[src/rtl/controlador_interrupciones_if.sv]
// Device-bus bundle between the CPU and the interrupt controller.
// The CPU side uses the master modport and the controller uses the slave modport.
interface controlador_interrupciones_if;
  logic        enable_wishbone;
  logic        rd;
  logic        wr;
  logic [15:0] dir;
  logic [7:0]  datos_in;
  logic [7:0]  datos_out;
  logic        cpu_wait;

  modport master (
    output enable_wishbone, rd, wr, dir, datos_in,
    input  datos_out, cpu_wait
  );

  modport slave (
    input  enable_wishbone, rd, wr, dir, datos_in,
    output datos_out, cpu_wait
  );
endinterface

[src/rtl/controlador_interrupciones.sv]
// Eight-source fixed-priority interrupt controller with a memory-mapped register window.
// Define CONTROLADOR_INTERRUPCIONES_SYNC_EN to add a 2-flop synchroniser on the sources.
module controlador_interrupciones #(
  parameter logic [15:0] BASE = 16'hFF00
) (
  input  logic                         clk,
  input  logic                         reset,
  input  logic [7:0]                   fuentes,
  controlador_interrupciones_if.slave  bus,
  output logic [2:0]                   interrupciones
);

  typedef enum logic [1:0] {StIdle, StReq, StService} state_e;

  state_e      state_q, state_d;
  logic [7:0]  pend_q, pend_d;
  logic [7:0]  mask_q, mode_q;
  logic [7:0]  datos_q, datos_d;
  logic        busy_q;
  logic [7:0]  samp, det_q, prev_q;
  logic [7:0]  eleg, rise, clr;
  logic [2:0]  id, off;
  logic [1:0]  clase;
  logic        acc, rd_acc, wr_acc, read_take, has_req, vec_ack, eoi;

`ifdef CONTROLADOR_INTERRUPCIONES_SYNC_EN
  logic [7:0] sync1_q, sync2_q;
  always_ff @(posedge clk or negedge reset) begin
    if (!reset) begin
      sync1_q <= '0;
      sync2_q <= '0;
    end else begin
      sync1_q <= fuentes;
      sync2_q <= sync1_q;
    end
  end
  assign samp = sync2_q;
`else
  logic [7:0] samp_q;
  always_ff @(posedge clk or negedge reset) begin
    if (!reset) samp_q <= '0;
    else        samp_q <= fuentes;
  end
  assign samp = samp_q;
`endif

  always_ff @(posedge clk or negedge reset) begin
    if (!reset) begin
      det_q  <= '0;
      prev_q <= '0;
    end else begin
      det_q  <= samp;
      prev_q <= det_q;
    end
  end

  // A read held across two cycles is one access: the second cycle only delivers data.
  assign acc       = bus.enable_wishbone & (bus.rd | bus.wr) & (bus.dir[15:3] == BASE[15:3]);
  assign off       = bus.dir[2:0];
  assign rd_acc    = acc & bus.rd;
  assign wr_acc    = acc & bus.wr & ~bus.rd;
  assign read_take = rd_acc & ~busy_q;
  assign bus.cpu_wait  = read_take;
  assign bus.datos_out = datos_q;

  assign eleg    = pend_q & mask_q;
  assign has_req = |eleg;

  always_comb begin
    id = 3'd0;
    for (int i = 7; i >= 0; i--) begin
      if (eleg[i]) id = 3'(i);
    end
  end

  assign clase   = (id < 3'd2) ? 2'd0 : (id < 3'd5) ? 2'd1 : 2'd2;
  assign vec_ack = read_take && (off == 3'd3) && (state_q == StReq) && has_req;
  assign eoi     = wr_acc && (off == 3'd4);
  assign rise    = det_q & ~prev_q;

  // Edge bits: set beats clear; level bits simply follow the conditioned line.
  always_comb begin
    clr = '0;
    if (wr_acc && off == 3'd0) clr = bus.datos_in;
    if (vec_ack)               clr[id] = 1'b1;
    pend_d = (mode_q & (rise | (pend_q & ~clr))) | (~mode_q & det_q);
  end

  always_comb begin
    datos_d = '0;
    if (read_take) begin
      unique case (off)
        3'd0:    datos_d = pend_q;
        3'd1:    datos_d = mask_q;
        3'd2:    datos_d = mode_q;
        3'd3:    datos_d = vec_ack ? {1'b1, 4'b0000, id} : 8'h00;
        default: datos_d = 8'h00;
      endcase
    end
  end

  always_ff @(posedge clk or negedge reset) begin
    if (!reset) begin
      pend_q  <= '0;
      mask_q  <= '0;
      mode_q  <= '0;
      datos_q <= '0;
      busy_q  <= 1'b0;
    end else begin
      pend_q  <= pend_d;
      datos_q <= datos_d;
      busy_q  <= read_take;
      if (wr_acc && off == 3'd1) mask_q <= bus.datos_in;
      if (wr_acc && off == 3'd2) mode_q <= bus.datos_in;
    end
  end

  always_ff @(posedge clk or negedge reset) begin
    if (!reset) state_q <= StIdle;
    else        state_q <= state_d;
  end

  always_comb begin
    state_d = state_q;
    unique case (state_q)
      StIdle:    if (has_req) state_d = StReq;
      StReq: begin
        if (vec_ack)       state_d = StService;
        else if (!has_req) state_d = StIdle;
      end
      StService: if (eoi) state_d = StIdle;
      default:   state_d = StIdle;
    endcase
  end

  always_comb begin
    interrupciones = 3'b000;
    if (state_q == StReq && has_req) interrupciones[clase] = 1'b1;
  end

endmodule

[src/flat_wrapper.sv]
// flat-port wrapper written by rule: the top's interface ports become plain ports
module controlador_interrupciones_flat 
#(
  parameter logic [15:0] BASE = 16'hFF00
)
  (clk, reset, fuentes, interrupciones, bus_enable_wishbone, bus_rd, bus_wr, bus_dir, bus_datos_in, bus_datos_out, bus_cpu_wait);
  controlador_interrupciones_if bus_i ();
  input  logic clk;
  input  logic reset;
  input  logic [7:0] fuentes;
  output logic [2:0] interrupciones;
  input wire logic [$bits(bus_i.enable_wishbone)-1:0] bus_enable_wishbone;
  input wire logic [$bits(bus_i.rd)-1:0] bus_rd;
  input wire logic [$bits(bus_i.wr)-1:0] bus_wr;
  input wire logic [$bits(bus_i.dir)-1:0] bus_dir;
  input wire logic [$bits(bus_i.datos_in)-1:0] bus_datos_in;
  output wire logic [$bits(bus_i.datos_out)-1:0] bus_datos_out;
  output wire logic [$bits(bus_i.cpu_wait)-1:0] bus_cpu_wait;
  assign bus_i.enable_wishbone = bus_enable_wishbone;
  assign bus_i.rd = bus_rd;
  assign bus_i.wr = bus_wr;
  assign bus_i.dir = bus_dir;
  assign bus_i.datos_in = bus_datos_in;
  assign bus_datos_out = bus_i.datos_out;
  assign bus_cpu_wait = bus_i.cpu_wait;
  controlador_interrupciones #(.BASE(BASE)) u_core (.clk(clk), .reset(reset), .fuentes(fuentes), .bus(bus_i), .interrupciones(interrupciones));
endmodule
[config.mk]
export PLATFORM = sky130hd
export DESIGN_NAME = controlador_interrupciones_flat
export DESIGN_NICKNAME = d
export VERILOG_FILES = /design/src/rtl/controlador_interrupciones_if.sv /design/src/rtl/controlador_interrupciones.sv /design/src/flat_wrapper.sv
export SDC_FILE = /design/constraint.sdc
export NUM_CORES = 1
export LEC_CHECK = 0
export ABC_AREA = 1
export CORE_MARGIN = 2
export CORE_UTILIZATION = 24
export CTS_BUF_LIST = sky130_fd_sc_hd__clkbuf_4 sky130_fd_sc_hd__clkbuf_8 sky130_fd_sc_hd__clkbuf_16
export DETAILED_ROUTE_END_ITERATION = 7
export HOLD_SLACK_MARGIN = 0.1
export PLACE_DENSITY = 0.44
export RECOVER_POWER = 100
export SLEW_MARGIN = 0
export SYNTH_ARGS = -nofsm -noshare
export SYNTH_HDL_FRONTEND = slang
export SYNTH_SLANG_ARGS = --single-unit
export TNS_END_PERCENT = 10
[constraint.sdc]
create_clock -name clk -period 2.1 [get_ports clk]
set_input_delay 0.21 -clock clk [delete_from_list [all_inputs] [get_ports clk]]
set_output_delay 0.21 -clock clk [all_outputs]
set_load 0.05 [all_outputs]
==> impl_summary.txt <==
----------------------------------------------------
[Run status]
  Result of the run ... finished clean

[Synth]
  Synthesized net count ... 340
  Ys Warns ... 0
  Number of library cell types mapped by synthesis ... 25
  Post-synthesis area per instance ... 8.89 µm²
  Share of the yosys chip area belonging to registers ... 54.8%
  Cells after Synth ... 303
  Number of synthesized register bits ... 59
  Synthesized area ... 2700 µm²

[Detailed routing]
  Final wirelength ... 6280 µm
  Via density per instance ... 4.06
  Avg WL per Cell ... 12.1 µm
  Routed vias ... 2108
  Post-detailed-route count of antenna-violating nets ... 0
  Initial DRC Count ... 61
  Initial DRT Pass Iterations ... 4
  # DRC ... 0

[Floorplan]
  Vert. Die Dim ... 110 µm
  # rows ... 38
  Effective utilization at floorplan ... 24.8%
  Boundary pin count ... 49
  Area enclosed by the die boundary ... 12100 µm²
  Core area ... 10900 µm²
  Floorplan die width ... 110 µm

[Final layout]
  Final-stage net count ... 412
  Ratio of cells with drive above 1 in the final layout ... 19.8%
  Area overhead of the layout relative to synthesis ... 34.7%
  Ant diodes ... 0
  Post-Layout Cell Count ... 519

[Critical path]
  Critical path buffer and inverter count ... 2
  Category of the worst setup path launch point ... flop
  Worst path arrival time ... 1.79 ns
  Critical path's top delay family ... simple AND/OR/NAND/NOR gates
  Critical path required time ... 1.89 ns
  Worst reg2reg setup slack ... 0.33 ns
  Critical path class ... reg -> out
  Slowest Stage Delay on Critical Path ... 0.42 ns
  Critical path's slowest cell ... dfrtp_1
  CP endpoint kind ... output pin
  Cell chain of the critical path ... nand2_1, nand2_1, nor2_2, nor2_4, nor2_2, inv_1, nor2_1, buf_12
  Largest fanout on the critical path ... 4

[Clock network]
  Maximum buffer depth of the clock tree ... 2
  Reg clk slew, reported paths ... 0.07 ns
  TritonCTS buffer count ... 9
  Root Driver ... clkbuf_8
  TritonCTS sink count ... 59
  Clock latency of the later-clocked register in the worst-skew pair ... 0.34 ns
  Number of H-tree levels ... 3
  TritonCTS clock tree ... built

[STA]
  Setup violation total in the final timing report ... 0
  Final clock period utilization by the worst path ... 95.2%
  Relative max-transition margin ... 4.27%
  Worst setup slack after layout ... 0.101 ns
  Maximum clock rate ... 500 MHz
  Final number of hold-violating endpoints ... 0
  Minimum period implied by the final worst setup slack ... 2.00 ns
  Max Slew Vio Count ... 0
  Worst Tran Pin Value ... 1.44 ns
  Worst Skew ... 0.00806 ns

[Global routing]
  First-pass GRT wire length ... 10600 µm
  Congestion Overflow GR ... 0
  Number of global-route vias before repair ... 2209
  All-Layer GR Usage ... 11.8%
  Initial antenna violation count ... 0
  Pin count of the biggest net entering global routing ... 60

[Pwr]
  Fraction of power spent switching nets ... 22.6%
  Pint ... 1.72 mW
  Fraction of power consumed by combinational cells ... 6.5%
  Fraction of power consumed by the clock network ... 40.1%
  Relative contribution of sequential cells to total power ... 53.3%
  Power density relative to cell area ... 611 nW/µm²
  Leakage power figure ... 1.74 nW
  Switching Power ... 0.501 mW
  Max IR drop VDD ... 227 µV

[Min path]
  Min-delay worst type ... reg -> reg

[Placed design]
  Number of buffers added on ports ... 48
  Final estimated routing congestion in global placement ... 0.846
  Post-placement setup slack ... 0.129 ns
  Cell count after placement ... 498
  Placed wire-length estimate after detailed placement ... 4550 µm

[Run]
  MaxCap Viol Count ... 0

----------------------------------------------------
## metrics by stage
stage | setup TNS, ns | total power, mW | cell area (µm²) | utilization [%] | hold WS, ns
after global routing | -0.0259 | 2.34 | 3630 | 33.3 | 0.348
final | 0 | 2.22 | 3630 | 33.3 | 0.342
after global placement | 0 | 1.36 | 3440 | 31.6 | 0.242
after floorplan | 0 | 1.24 | 2700 | - | -0.0856
after CTS | -0.0851 | 2.28 | 3620 | 33.2 | 0.281
after detailed placement | 0 | 1.36 | 3440 | 31.6 | 0.242
## flip-flops by register name, summed over array words and instances, names as in the netlist
signal,flops
u_core.bus.datos_out,8
u_core.det_q,8
u_core.mask_q,8
u_core.mode_q,8
u_core.pend_q,8
u_core.prev_q,8
u_core.samp,8
u_core.state_q,2
u_core.busy_q,1
## final timing paths
path,startpoint,end,cells after the start
max reg2reg,u_core.pend_q[1],u_core.pend_q[3],10
max,u_core.mask_q[7],interrupciones[0],8
min in group asynchronous,reset,u_core.samp[0],3
min,u_core.samp[1],u_core.det_q[1],0
max in group asynchronous,reset,u_core.bus.datos_out[4],3
min reg2reg,u_core.samp[1],u_core.det_q[1],0
## placed cells by master, fill, tap and decap left out, types with 2 or more instances in the layout
cell,count
buf_12,4
a22o_1,3
a31oi_1,4
clkbuf_4,2
nor3_2,2
inv_2,5
dlygate4sd3_1,18
nand3_1,7
nor2_4,5
dfrtp_1,59
nor2_1,12
nor3_4,2
buf_4,12
nand2_4,2
nor2_2,5
nand2_1,108
nand3_2,2
clkinv_2,3
o21ai_1,2
inv_1,39
nand4_1,5
o21ai_2,5
clkbuf_8,10
o21ai_0,9
a21oi_1,7
nand2_2,10
clkdlybuf4s50_1,26
clkbuf_1,2
clkbuf_2,2
## routing by layer
layer	vias up	GRT usage, %	part of all wire [%]
li1	1088	-	-
met3	10	3.12	6.1
met4	0	5.70	2.0
met5	-	0	0
met2	51	18.4	44
met1	959	15.0	48
## synthesized netlist by cell type, drive strengths merged
library cell | count | area share, %
nand2 | 120 | 18
nor3 | 4 | 1.9
nor4 | 1 | 0.79
a22o | 3 | 0.98
nand3 | 10 | 2.7
o21ai | 16 | 4.1
dfrtp | 59 | 55
inv | 44 | 6.1
o31ai | 1 | 0.28
buf | 4 | 1.7
a21oi | 9 | 2.2
a31oi | 4 | 0.93
nor2 | 22 | 4.0
nand4 | 5 | 1.2
a221oi | 1 | 0.33
## power groups by stage
stage               logic [mW]  clock network, mW  registers, mW
floorplan               0.0410                  0           1.20
global placement         0.154                  0           1.20
detailed placement       0.155                  0           1.20
CTS                      0.157              0.936           1.18
global route             0.164              0.990           1.19
finish                   0.145              0.891           1.18
## area by class of cell
type | count | area, µm²
Fill cell | 1150 | 7260
Sequential cell | 59 | 1480
Multi-Input combinational cell | 196 | 1010
Timing Repair Buffer | 65 | 633
Tap cell | 140 | 175
Inverter | 44 | 165
Clock buffer | 12 | 153
Clock inverter | 3 | 15.0
## kinds of logic after synthesis
family | Yosys count | share of synthesized area, %
AOI/OAI and AO/OA | 34 | 8.82
buffers and inverters | 48 | 7.80
DFF | 59 | 54.8
and+or+nand+nor | 162 | 28.6
## timing repair
action                                 CTS  global route
endpoints found under the hold margin   59             0
setup endpoints to repair                2             3
hold buffers                             1             0
buffers inserted                         0             5
pin swaps                                0             4
gates resized for setup                  1            17
Power figures use the tool's default switching activity.
